<file path="src/rtl/buffer_sequencer_if.sv">
// Command/response channel between the pattern processor core and buffer_sequencer.
// One command in flight at a time; every accepted command yields exactly one response pulse.
interface buffer_sequencer_if #(
  parameter int buffer_width = 8
) ();
  logic                    cmd_valid;
  logic                    cmd_ready;
  logic [1:0]              cmd_op;
  logic [3:0]              cmd_arg;
  logic [buffer_width-1:0] cmd_data;
  logic                    rsp_valid;
  logic [buffer_width-1:0] rsp_data;
  logic                    rsp_err;

  modport master (
    output cmd_valid, cmd_op, cmd_arg, cmd_data,
    input  cmd_ready, rsp_valid, rsp_data, rsp_err
  );

  modport slave (
    input  cmd_valid, cmd_op, cmd_arg, cmd_data,
    output cmd_ready, rsp_valid, rsp_data, rsp_err
  );
endinterface

</file>
<file path="src/rtl/buffer_sequencer.sv">
// Sequences processor READ/WRITE/NEXT_BUF/SELECT commands into registered buffer-bank
// controls, stalling field accesses to the buffer currently being serially loaded.
module buffer_sequencer #(
  parameter int buffer_size  = 12,
  parameter int buffer_width = 8,
  parameter int num_buffers  = 8
) (
  input  logic                    clk,
  input  logic                    rst_n,
  buffer_sequencer_if.slave       cmd,
  input  logic                    ser_busy,
  input  logic [2:0]              ser_addr,
  output logic [2:0]              bufp,
  output logic [2:0]              buffer_select,
  output logic [buffer_size-1:0]  fieldp,
  output logic [buffer_size-1:0]  fieldwp,
  output logic [buffer_width-1:0] field_in,
  output logic                    field_write,
  input  logic [buffer_width-1:0] field_byte
);

  typedef enum logic [2:0] {IDLE, STALL, SETUP, ACCESS, RESP} state_t;
  typedef enum logic [1:0] {OP_READ, OP_WRITE, OP_NEXT_BUF, OP_SELECT} op_t;

  localparam logic [buffer_size-1:0] FIELD0   = buffer_size'(1);
  localparam logic [2:0]             LAST_BUF = 3'(num_buffers - 1);

  state_t                  state_q, state_d;
  op_t                     op_q, cur_op;
  logic [3:0]              arg_q, cur_arg;
  logic [buffer_width-1:0] data_q, cur_data;
  logic                    err_q, cur_err;
  logic                    accept, conflict;

  // Bank outputs are loaded on the edge that enters SETUP; on the direct IDLE->SETUP
  // path the command is not latched yet, so the live command fields are used instead.
  always_comb begin
    accept   = cmd.cmd_valid & cmd.cmd_ready;
    conflict = ser_busy && (ser_addr == buffer_select);
    cur_op   = op_q;
    cur_arg  = arg_q;
    cur_data = data_q;
    if (state_q == IDLE) begin
      cur_op   = op_t'(cmd.cmd_op);
      cur_arg  = cmd.cmd_arg;
      cur_data = cmd.cmd_data;
    end
    cur_err = 1'b0;
    case (cur_op)
      OP_READ, OP_WRITE: cur_err = int'(cur_arg) >= buffer_size;
      OP_SELECT:         cur_err = int'(cur_arg) >= num_buffers;
      default:           cur_err = 1'b0;
    endcase
  end

  always_comb begin
    state_d = state_q;
    case (state_q)
      IDLE: begin
        if (accept) begin
          if ((cur_op == OP_READ || cur_op == OP_WRITE) && conflict) state_d = STALL;
          else                                                       state_d = SETUP;
        end
      end
      STALL:   if (!conflict) state_d = SETUP;
      SETUP:   state_d = (op_q == OP_READ) ? ACCESS : RESP;
      ACCESS:  state_d = RESP;
      RESP:    state_d = IDLE;
      default: state_d = IDLE;
    endcase
  end

  always_ff @(posedge clk or negedge rst_n) begin
    if (!rst_n) state_q <= IDLE;
    else        state_q <= state_d;
  end

  always_ff @(posedge clk or negedge rst_n) begin
    if (!rst_n) begin
      op_q          <= OP_READ;
      arg_q         <= '0;
      data_q        <= '0;
      err_q         <= 1'b0;
      cmd.cmd_ready <= 1'b1;
      cmd.rsp_valid <= 1'b0;
      cmd.rsp_data  <= '0;
      cmd.rsp_err   <= 1'b0;
      bufp          <= '0;
      buffer_select <= '0;
      fieldp        <= FIELD0;
      fieldwp       <= FIELD0;
      field_in      <= '0;
      field_write   <= 1'b0;
    end else begin
      cmd.cmd_ready <= (state_d == IDLE);
      cmd.rsp_valid <= (state_d == RESP);
      cmd.rsp_err   <= (state_d == RESP) && err_q;
      cmd.rsp_data  <= (state_q == ACCESS && !err_q) ? field_byte : '0;
      field_write   <= 1'b0;

      if (accept) begin
        op_q   <= cur_op;
        arg_q  <= cur_arg;
        data_q <= cur_data;
        err_q  <= cur_err;
      end

      if (state_d == SETUP && !cur_err) begin
        case (cur_op)
          OP_READ:  fieldp <= FIELD0 << cur_arg;
          OP_WRITE: begin
            fieldwp     <= FIELD0 << cur_arg;
            field_in    <= cur_data;
            field_write <= 1'b1;
          end
          OP_NEXT_BUF: bufp <= (bufp == LAST_BUF) ? 3'd0 : bufp + 3'd1;
          OP_SELECT:   buffer_select <= cur_arg[2:0];
          default: ;
        endcase
      end
    end
  end

endmodule

</file>
<file path="src/flat_wrapper.sv">
// flat-port wrapper written by rule: the top's interface ports become plain ports
module buffer_sequencer_flat 
#(
  parameter int buffer_size  = 12,
  parameter int buffer_width = 8,
  parameter int num_buffers  = 8
)
  (clk, rst_n, ser_busy, ser_addr, bufp, buffer_select, fieldp, fieldwp, field_in, field_write, field_byte, cmd_cmd_valid, cmd_cmd_op, cmd_cmd_arg, cmd_cmd_data, cmd_cmd_ready, cmd_rsp_valid, cmd_rsp_data, cmd_rsp_err);
  buffer_sequencer_if #(.buffer_width(buffer_width)) cmd_i ();
  input  logic clk;
  input  logic rst_n;
  input  logic ser_busy;
  input  logic [2:0] ser_addr;
  output logic [2:0] bufp;
  output logic [2:0] buffer_select;
  output logic [buffer_size-1:0] fieldp;
  output logic [buffer_size-1:0] fieldwp;
  output logic [buffer_width-1:0] field_in;
  output logic field_write;
  input  logic [buffer_width-1:0] field_byte;
  input wire logic [$bits(cmd_i.cmd_valid)-1:0] cmd_cmd_valid;
  input wire logic [$bits(cmd_i.cmd_op)-1:0] cmd_cmd_op;
  input wire logic [$bits(cmd_i.cmd_arg)-1:0] cmd_cmd_arg;
  input wire logic [$bits(cmd_i.cmd_data)-1:0] cmd_cmd_data;
  output wire logic [$bits(cmd_i.cmd_ready)-1:0] cmd_cmd_ready;
  output wire logic [$bits(cmd_i.rsp_valid)-1:0] cmd_rsp_valid;
  output wire logic [$bits(cmd_i.rsp_data)-1:0] cmd_rsp_data;
  output wire logic [$bits(cmd_i.rsp_err)-1:0] cmd_rsp_err;
  assign cmd_i.cmd_valid = cmd_cmd_valid;
  assign cmd_i.cmd_op = cmd_cmd_op;
  assign cmd_i.cmd_arg = cmd_cmd_arg;
  assign cmd_i.cmd_data = cmd_cmd_data;
  assign cmd_cmd_ready = cmd_i.cmd_ready;
  assign cmd_rsp_valid = cmd_i.rsp_valid;
  assign cmd_rsp_data = cmd_i.rsp_data;
  assign cmd_rsp_err = cmd_i.rsp_err;
  buffer_sequencer #(.buffer_size(buffer_size), .buffer_width(buffer_width), .num_buffers(num_buffers)) u_core (.clk(clk), .rst_n(rst_n), .cmd(cmd_i), .ser_busy(ser_busy), .ser_addr(ser_addr), .bufp(bufp), .buffer_select(buffer_select), .fieldp(fieldp), .fieldwp(fieldwp), .field_in(field_in), .field_write(field_write), .field_byte(field_byte));
endmodule
</file>
<file path="config.mk">
export PLATFORM = sky130hd
export DESIGN_NAME = buffer_sequencer_flat
export DESIGN_NICKNAME = d
export VERILOG_FILES = /design/src/rtl/buffer_sequencer_if.sv /design/src/rtl/buffer_sequencer.sv /design/src/flat_wrapper.sv
export SDC_FILE = /design/constraint.sdc
export NUM_CORES = 1
export LEC_CHECK = 0
export ABC_AREA = 1
export CORE_MARGIN = 2
export CORE_UTILIZATION = 45
export DETAILED_ROUTE_END_ITERATION = 6
export PLACE_DENSITY = 0.77
export SLEW_MARGIN = 10
export SYNTH_ARGS = -nofsm -noshare
export SYNTH_HDL_FRONTEND = slang
export SYNTH_SLANG_ARGS = --single-unit
</file>
<file path="constraint.sdc">
create_clock -name clk -period 1.6 [get_ports clk]
set_clock_uncertainty 0.05 [all_clocks]
set_input_delay 0.16 -clock clk [delete_from_list [all_inputs] [get_ports clk]]
set_output_delay 0.16 -clock clk [all_outputs]
set_load 0.02 [all_outputs]
</file>
* Word level (Yosys, flattened, before mapping)
Index checks and enable logic that the tools add are counted.
Word-level totals: bits in registers 68, input bits 29, output and inout bits 50, logic and storage cells 60
Operators by class: $add $sub $neg 1, $lt $le $gt $ge 2, eq/ne operators 10, shift-type cells 1, mux-type cells 13, bitwise operators 1, reductions and logical operators 17
Operators with widths (number):
- two-way mux 8 bit | 2
- two-way mux 3 bit | 4
- case mux 3 bit (4 select lines) | 1
- << shifter 1 x 4 -> 12 bit, first input constant | 1
- == test 3 x 2 -> 1 bit, second input constant | 3
- >= comparator 4 bit, second input constant | 2
- AND reduction 2 bit | 4
- == test 3 bit, second input constant | 2
- logical NOT 3 bit | 2
- logical AND 1 bit | 5
- == test 2 bit, second input constant | 2
- logical NOT 2 bit | 2
- two-way mux 2 bit | 2
- two-way mux 4 bit | 1
- adder 3 x 1 -> 3 bit, second input constant | 1
- == test 3 x 1 -> 1 bit, second input constant | 1
- == test 3 bit | 1
- == test 2 x 1 -> 1 bit, second input constant | 1
- logical NOT 1 bit | 2
- two-way mux 1 bit | 2
- case mux 1 bit (2 select lines) | 1
- OR reduction 2 bit | 1
- bitwise AND 1 bit | 1
- logical OR 1 bit | 1

* Logic depth before layout (Yosys ltp)
Gate-level depths: netlist (run 1).
depth after elaboration 11, mapped depth 11, gate-level depth less buffers 10

* Worst setup path before layout (run 1)
No wires, ideal clock.
kind flip-flop to flip-flop, start point register u_core.state_q[2], end point register u_core.buffer_select[0], library setup time 0.117 ns, arrival time 1.402 ns, required time 1.433 ns, setup slack 0.031 ns, stages on the path, launching flop included 11, buffers on the path 2, period minus slack after synthesis 1.569 ns, cell sequence dfrtp_1 > nor2_4 > buf_6 > nand3b_2 > nand2_2 > nand2_1 > nand3_4 > buf_4 > nand3_2 > nand2_1 > nand2_1
On the way: word-level cells in the longest chain between the ends 11, elaborated cells on any way between the ends 23, those cells by class 2 x order compare; 6 x eq/ne; 7 x mux; 8 x reduce/logical
Ends and longest elaborated chain:
- start, declared | RTL line buffer_sequencer.sv:28 | state_t state_q, state_d;
- start signal, assigned | RTL line buffer_sequencer.sv:75 | else state_q <= state_d;
- logical NOT 3 bit | RTL line buffer_sequencer.sv:43, buffer_sequencer.sv:58
- two-way mux 2 bit | RTL line buffer_sequencer.sv:43 | if (state_q == IDLE) begin
- == test 2 x 1 -> 1 bit or logical NOT 2 bit (tied branches) | RTL line buffer_sequencer.sv:49, buffer_sequencer.sv:61
- logical OR 1 bit | RTL line buffer_sequencer.sv:61 | if ((cur_op == OP_READ || cur_op == OP_WRITE) && conflict) state_d = STALL;
- logical AND 1 bit | RTL line buffer_sequencer.sv:61
- two-way mux 2 bit | RTL line buffer_sequencer.sv:61
- two-way mux 3 bit | RTL line buffer_sequencer.sv:60 | if (accept) begin
- case mux 3 bit (4 select lines) | RTL line buffer_sequencer.sv:58 | case (state_q)
- == test 3 x 2 -> 1 bit | RTL line buffer_sequencer.sv:108 | if (state_d == SETUP && !cur_err) begin
- logical AND 1 bit | RTL line buffer_sequencer.sv:108
- AND reduction 2 bit (no source line)
- end signal, assigned | RTL line buffer_sequencer.sv:117 | OP_SELECT: buffer_select <= cur_arg[2:0];
- end, declared | RTL line buffer_sequencer.sv:14 | output logic [2:0] buffer_select,
Several ways; a longest one is shown, not always the timed one. A chain may end at the register's enable or synchronous reset.

* Worst setup path in the final report (run 1)
start point register u_core.state_q[2], end point register u_core.field_in[0]
On the way: word-level cells in the longest chain between the ends 11, elaborated cells on any way between the ends 24, those cells by class 2 x order compare; 6 x eq/ne; 8 x mux; 8 x reduce/logical
Ends and longest elaborated chain:
- logical NOT 3 bit | RTL line buffer_sequencer.sv:43, buffer_sequencer.sv:58
- two-way mux 2 bit | RTL line buffer_sequencer.sv:43
- == test 2 x 1 -> 1 bit or logical NOT 2 bit (tied branches) | RTL line buffer_sequencer.sv:49, buffer_sequencer.sv:61, buffer_sequencer.sv:109
- logical OR 1 bit | RTL line buffer_sequencer.sv:61
- logical AND 1 bit | RTL line buffer_sequencer.sv:61
- two-way mux 2 bit | RTL line buffer_sequencer.sv:61
- two-way mux 3 bit | RTL line buffer_sequencer.sv:60
- case mux 3 bit (4 select lines) | RTL line buffer_sequencer.sv:58
- == test 3 x 2 -> 1 bit | RTL line buffer_sequencer.sv:108
- logical AND 1 bit | RTL line buffer_sequencer.sv:108
- AND reduction 2 bit (no source line)
- end signal, assigned | RTL line buffer_sequencer.sv:113 | field_in <= cur_data;
- end, declared | RTL line buffer_sequencer.sv:17 | output logic [buffer_width-1:0] field_in,
Several ways; a longest one is shown, not always the timed one.

==> results.yml, run 1 <==
outcome:
  status: "complete, but fails checks"
  violations: "setup timing"
setup_path:
  crit_slowest_cell: "dfrtp_1"
  regToRegStartpoint: "u_core.state_q[2]"
  r2r_setup_slack_ns: -0.26
  endpoint: "u_core.field_in[0]"
  reg2regPathDepth: 11
  rr_endpoint: "u_core.field_in[0]"
  endpoint_kind: "flop"
  slowest_delay_ns: 0.41
  worstPathCellList: "nor2_4 > buf_6 > nand3b_2 > nand2_2 > nand2_2 > nand3_4 > buf_12 > nand3_4 > buf_12 > nand2_1 > nand2_1"
  crit_fanout: 21
  arrival_ns: 2.05
  startpoint_type: "flop"
  worstPathRequired_ns: 1.79
  critPathKind: "reg -> reg"
  startpoint: "u_core.state_q[2]"
die:
  fp.dieW_um: 88.6
  fp.dieH_um: 88.6
  core_um2: 6870
  initial_utilization_pct: 46.9
  io_pins: 79
  num_rows: 30
  die-area_um2: 7860
timing:
  hold_ws_ns: 0.268
  maxSlewViolCount: 0
  post-route-period-util_pct: 116
  setup_viol: 41
  hold_viol_final: 0
  rsz0062_at_grt: "true"
  fin_setup_tns_ns: -8.78
  maxSlewHeadroom_pct: 75.2
  tightestPinTransition_ns: 0.372
  worst_slack_ns: -0.257
  period_needed_ns: 1.86
  max_freq_mhz: 538
cts:
  cts_buffers: 9
  cts_num_sinks: 68
  clkTransAtPathRegs_ns: 0.07
  worstSkewPairLatency_ns: 0.35
  h-tree-depth: 3
  root_buffer: "clkbuf_8"
  cts_tree: "built"
  cts_buffer_depth: 2
power_and_ir_drop:
  powerDensity_nw_per_um2: 2260
  total_power_mw: 11.2
  p_leak_nw: 2.56
  peakVddDrop_mv: 1.05
detailed_routing:
  drc_errors: 0
  vias: 3189
  drt_pass1_iterations: 6
  ant_nets: 0
  wl_um: 9080
  via_per_inst: 5.22
  wl_per_cell_um: 14.9
  drt_iter0_markers: 321
yosys:
  synth_area_um2: 3220
  synth.distinct_cells: 23
  synthFlopType: "dfrtp_1"
  synth_fp_nets: 422
  ys_seq_area_share_pct: 52.9
  yosys_warnings: 0
  synth_edf_count: 0
  postSynthAreaPerCell_um2: 8.24
  ys_seq_elements: 68
  syn_inst: 391
  synthArstFlopShare_pct: 100
layout:
  post-route-util_pct: 72.1
  fin_cells: 611
  fin_area_um2: 4950
  diodes: 0
  syn_to_final_growth_pct: 53.6
  layout_commonest_cell: "nand2_1"
  nets: 541
  fillCellCount: 463
  drive_above_1_share_pct: 20.6
  final_cell_mix: "nand2_1, clkdlybuf4s50_1, dfrtp_1"
placed_design:
  hpwl_um: 5760
  numPortBuffers: 78
  place_inst: 579
  dpl_cell_area_um2: 4300
  place_congestion: 0.851
  place_worst_setup_slack_ns: -0.225
global_routing:
  grt.overflow.total: 0
  antenna_found_initial: 0
  grt_pass1_vias: 3019
  grt_usage_pct: 22.9
  grt_start_max_net_pins: 69
  grt_pass1_wl_um: 13700
run:
  maxCapViolCount: 0
worst_hold_path:
  hold_class: "in -> reg"
-- how the worst min path moves through the flow --
stage | startpoint | endpoint | slack [ns] | depth (start not counted)
3_5_place_dp | rst_n | u_core.cmd.rsp_valid | 0.17 | 2
4_1_cts | field_byte[4] | u_core.cmd.rsp_data[4] | 0.25 | 3
2_1_floorplan | rst_n | u_core.arg_q[0] | -0.19 | 0
5_1_grt | field_byte[3] | u_core.cmd.rsp_data[3] | 0.28 | 3
6_report | field_byte[4] | u_core.cmd.rsp_data[4] | 0.27 | 3
3_3_place_gp | rst_n | u_core.cmd.rsp_valid | 0.15 | 2
-- area by class of cell --
type	count	area (µm²)	share of cell area (%)
inverters	42	163	3.28
multi-input cells	262	1380	27.8
well taps	96	120	2.43
clock inverters	6	136	2.75
clock buffers	10	128	2.58
flip-flops and latches	68	1710	34.4
repair buffers	127	1320	26.7
-- kinds of logic (layout without fill, tap and decap cells) --
| logic type | count (synthesis) | after routing | share of synthesized area [%] |
|---|---|---|---|
| compound gates | 25 | 25 | 3.92 |
| fa+ha+maj | 2 | 2 | 0.776 |
| buf+inv | 62 | 185 | 9.08 |
| flops | 68 | 68 | 52.9 |
| simple gates | 234 | 235 | 33.3 |
-- flip-flops by register name (all words and copies together) (netlist names), 2 cells and up --
name,cells
u_core.cmd.rsp_data,8
u_core.fieldwp,12
u_core.fieldp,12
u_core.arg_q,4
u_core.data_q,8
u_core.op_q,2
u_core.bufp,3
u_core.field_in,8
u_core.buffer_select,3
u_core.state_q,3
-- report_power, final --
| part | total (mW) | internal (mW) | switching, mW |
|---|---|---|---|
| registers | 2.71 | 2.32 | 0.384 |
| logic | 6.63 | 2.95 | 3.68 |
| clock network | 1.87 | 1.20 | 0.676 |
| total | 11.2 | 6.47 | 4.74 |
-- layer usage --
metal / vias to the layer above / global-route usage, % / share of wire, %
met5: - / 0 / 0
met4: 0 / 11.3 / 4.3
met3: 46 / 3.54 / 5.0
met2: 148 / 38.1 / 51
met1: 1498 / 29.0 / 40
li1: 1497 / - / -
-- synthesized netlist by cell type, types with 2 or more instances --
| master | number | area share (%) |
|---|---|---|
| inv_2 | 2 | 0.23 |
| buf_4 | 2 | 0.47 |
| nand3b_1 | 3 | 0.70 |
| nand3_2 | 5 | 1.6 |
| o21ai_0 | 22 | 3.4 |
| nand2_1 | 135 | 16 |
| nand2_2 | 4 | 0.78 |
| buf_2 | 12 | 1.9 |
| dfstp_2 | 3 | 2.4 |
| ha_1 | 2 | 0.78 |
| nand4_1 | 39 | 7.6 |
| buf_6 | 5 | 1.7 |
| dfrtp_1 | 65 | 50 |
| nand3_1 | 13 | 2.0 |
| inv_1 | 40 | 4.7 |
| nor2_1 | 32 | 3.7 |
-- critical path: cells and delay by family (launching register included) --
| kind | cells | cell delay [ns] |
|---|---|---|
| DFF | 1 | 0.41 |
| and+or+nand+nor | 8 | 0.88 |
| buffers and inverters | 3 | 0.43 |
-- what timing repair did --
action / 4_1_cts / 5_1_grt
hold buffers: 1 / 0
buffers inserted: 5 / 7
gates resized for setup: 19 / 55
endpoints found under the setup margin: 48 / 51
endpoints found under the hold margin: 65 / 0
pin swaps: 2 / 11
cloned: 2 / 1
Power figures use the tool's default switching activity.
==> run 2, diff against run 1 <==
--- a/config.mk
+++ b/config.mk
@@ -6,10 +6,13 @@
 export NUM_CORES = 1
 export LEC_CHECK = 0
 export ABC_AREA = 1
+export CELL_PAD_IN_SITES_DETAIL_PLACEMENT = 1
+export CELL_PAD_IN_SITES_GLOBAL_PLACEMENT = 2
+export CORE_ASPECT_RATIO = 0.7
 export CORE_MARGIN = 2
-export CORE_UTILIZATION = 45
+export CORE_UTILIZATION = 26
 export DETAILED_ROUTE_END_ITERATION = 6
-export PLACE_DENSITY = 0.77
+export PLACE_DENSITY_LB_ADDON = 0.1
 export SLEW_MARGIN = 10
 export SYNTH_ARGS = -nofsm -noshare
 export SYNTH_HDL_FRONTEND = slang
==> run 2 against run 1 <==
Maximum frequency grew 3.9%. Global-route usage shrank 6.7 points. Sequential share of layout area shrank 1.9 points. Combinational power grew 9.0%. Total power grew 7.6%. The run still ends with setup timing left. Register-to-register slack gained 0.07 ns. Sequential power is essentially flat. Critical endpoint is now u_core.fieldp[5]. Largest cell class unchanged.
==> results.yml, run 2 (same netlist as run 1, synthesis figures left out) <==
outcome:
  violations: "setup timing"
  status: "complete, but fails checks"
cts:
  worstSkewPairLatency_ns: 0.33
  cts_buffer_depth: 2
  cts_num_sinks: 68
  h-tree-depth: 3
  cts_tree: "built"
  cts_buffers: 9
  clkTransAtPathRegs_ns: 0.06
  root_buffer: "clkbuf_16"
die:
  die-area_um2: 13300
  num_rows: 33
  core_um2: 11900
  fp.dieW_um: 137
  initial_utilization_pct: 27.1
  io_pins: 79
  fp.dieH_um: 97.2
power_and_ir_drop:
  peakVddDrop_mv: 0.868
  total_power_mw: 12.1
  switching_share_pct: 41.6
  p_leak_nw: 2.63
  intPower_mw: 7.05
  powerDensity_nw_per_um2: 2310
  p_sw_mw: 5.02
  p_clk_share_pct: 17.9
  power_frac_seq_pct: 22.2
  p_comb_share_pct: 59.9
setup_path:
  reg2regPathDepth: 11
  startpoint_type: "flop"
  endpoint_kind: "flop"
  crit_fanout: 8
  arrival_ns: 1.96
  critPathKind: "reg -> reg"
  worstPathRequired_ns: 1.77
placed_design:
  place_inst: 642
  hpwl_um: 6950
  place_congestion: 0.771
  numPortBuffers: 78
  dpl_cell_area_um2: 4410
timing:
  maxSlewViolCount: 0
  setup_viol: 49
  rsz0062_at_grt: "true"
  maxSlewHeadroom_pct: 69.3
  tightestPinTransition_ns: 0.460
  hold_viol_final: 0
  max_freq_mhz: 559
  post-route-period-util_pct: 112
  hold_ws_ns: 0.268
  fin_setup_tns_ns: -6.19
  period_needed_ns: 1.79
  worst_slack_ns: -0.187
global_routing:
  grt_usage_pct: 16.1
  grt_pass1_vias: 3252
  grt_pass1_wl_um: 16700
  grt_start_max_net_pins: 38
  antenna_found_initial: 0
  grt.overflow.total: 0
layout:
  fillCellCount: 1387
  syn_to_final_growth_pct: 62.5
  nets: 546
  fin_area_um2: 5240
  final_cell_mix: "nand2_1, clkdlybuf4s50_1, dfrtp_1"
  reg_top3: "u_core.fieldp (12), u_core.fieldwp (12)"
  layout_commonest_cell: "nand2_1"
  multiInputGateArea_um2: 1430
  drive_above_1_share_pct: 22.5
  fin_cells: 677
  diodes: 0
  seqCellArea_um2: 1710
worst_hold_path:
  hold_class: "in -> async"
run:
  maxCapViolCount: 0
detailed_routing:
  drt_iter0_markers: 128
  ant_nets: 0
  drt_pass1_iterations: 4
  wl_per_cell_um: 14.8
  via_per_inst: 4.55
  drc_errors: 0
  vias: 3078
  wl_um: 10000
-- run 2: final cells by class --
| cell class | instances | area share (%) |
|---|---|---|
| Tap cell | 157 | 3.75 |
| Timing Repair Buffer | 132 | 27.1 |
| Clock buffer | 10 | 4.56 |
| Clock inverter | 6 | 1.65 |
| Multi-Input combinational cell | 262 | 27.3 |
| Sequential cell | 68 | 32.6 |
| Inverter | 42 | 3.06 |
-- run 2: final timing paths --
kind                                   startpoint                     end  slack, ns
worst max-delay path            u_core.state_q[2]        u_core.fieldp[5]      -0.19
worst min-delay path                        rst_n         u_core.arg_q[3]       0.27
worst max register to register  u_core.state_q[2]        u_core.fieldp[5]      -0.19
worst min register to register  u_core.fieldwp[0]       u_core.fieldwp[0]       0.42
max in group asynchronous                   rst_n        u_core.fieldp[0]       0.63
min in group clk                    field_byte[7]  u_core.cmd.rsp_data[7]       0.29
-- run 2: per-layer routing --
metal	part of all wire (%)	track usage, %
met1	50	22.8
met3	3.9	4.02
met5	0	0
met4	1.1	4.60
met2	45	24.3
-- run 2: worst max-delay path: stages, from the launching register on --
cell     delay, ns
dfrtp_1       0.40
nor2_4        0.19
nand2_4       0.10
buf_6         0.15
nand2_4       0.06
nand2_4       0.07
nand2_4       0.08
nand3_4       0.09
buf_12        0.16
buf_12        0.13
nand4_1       0.11
nand2_1       0.07
-- run 2: repair_timing --
item                                    4_1_cts  5_1_grt
gates resized for setup                      59       16
cloned                                        6        0
hold buffers                                  1        0
buffers inserted                             10        2
endpoints found under the hold margin        30        0
endpoints found under the setup margin       53       54
pin swaps                                    27        7
-- run 2: power groups by stage --
stage / clock network [mW] / logic, mW / registers (mW)
2_1_floorplan: 0 / 2.47 / 3.09
3_3_place_gp: 0 / 5.14 / 2.69
3_5_place_dp: 0 / 5.22 / 2.71
4_1_cts: 2.23 / 7.08 / 2.68
5_1_grt: 2.29 / 7.85 / 2.74
6_report: 2.16 / 7.23 / 2.68
-- run 2: metrics by stage --
step,utilization [%],setup slack (ns)
finish,44.0,-0.187
global placement,37.1,-0.252
detailed placement,37.1,-0.278
floorplan,-,0.0306
CTS,43.5,-0.182
global route,44.0,-0.282
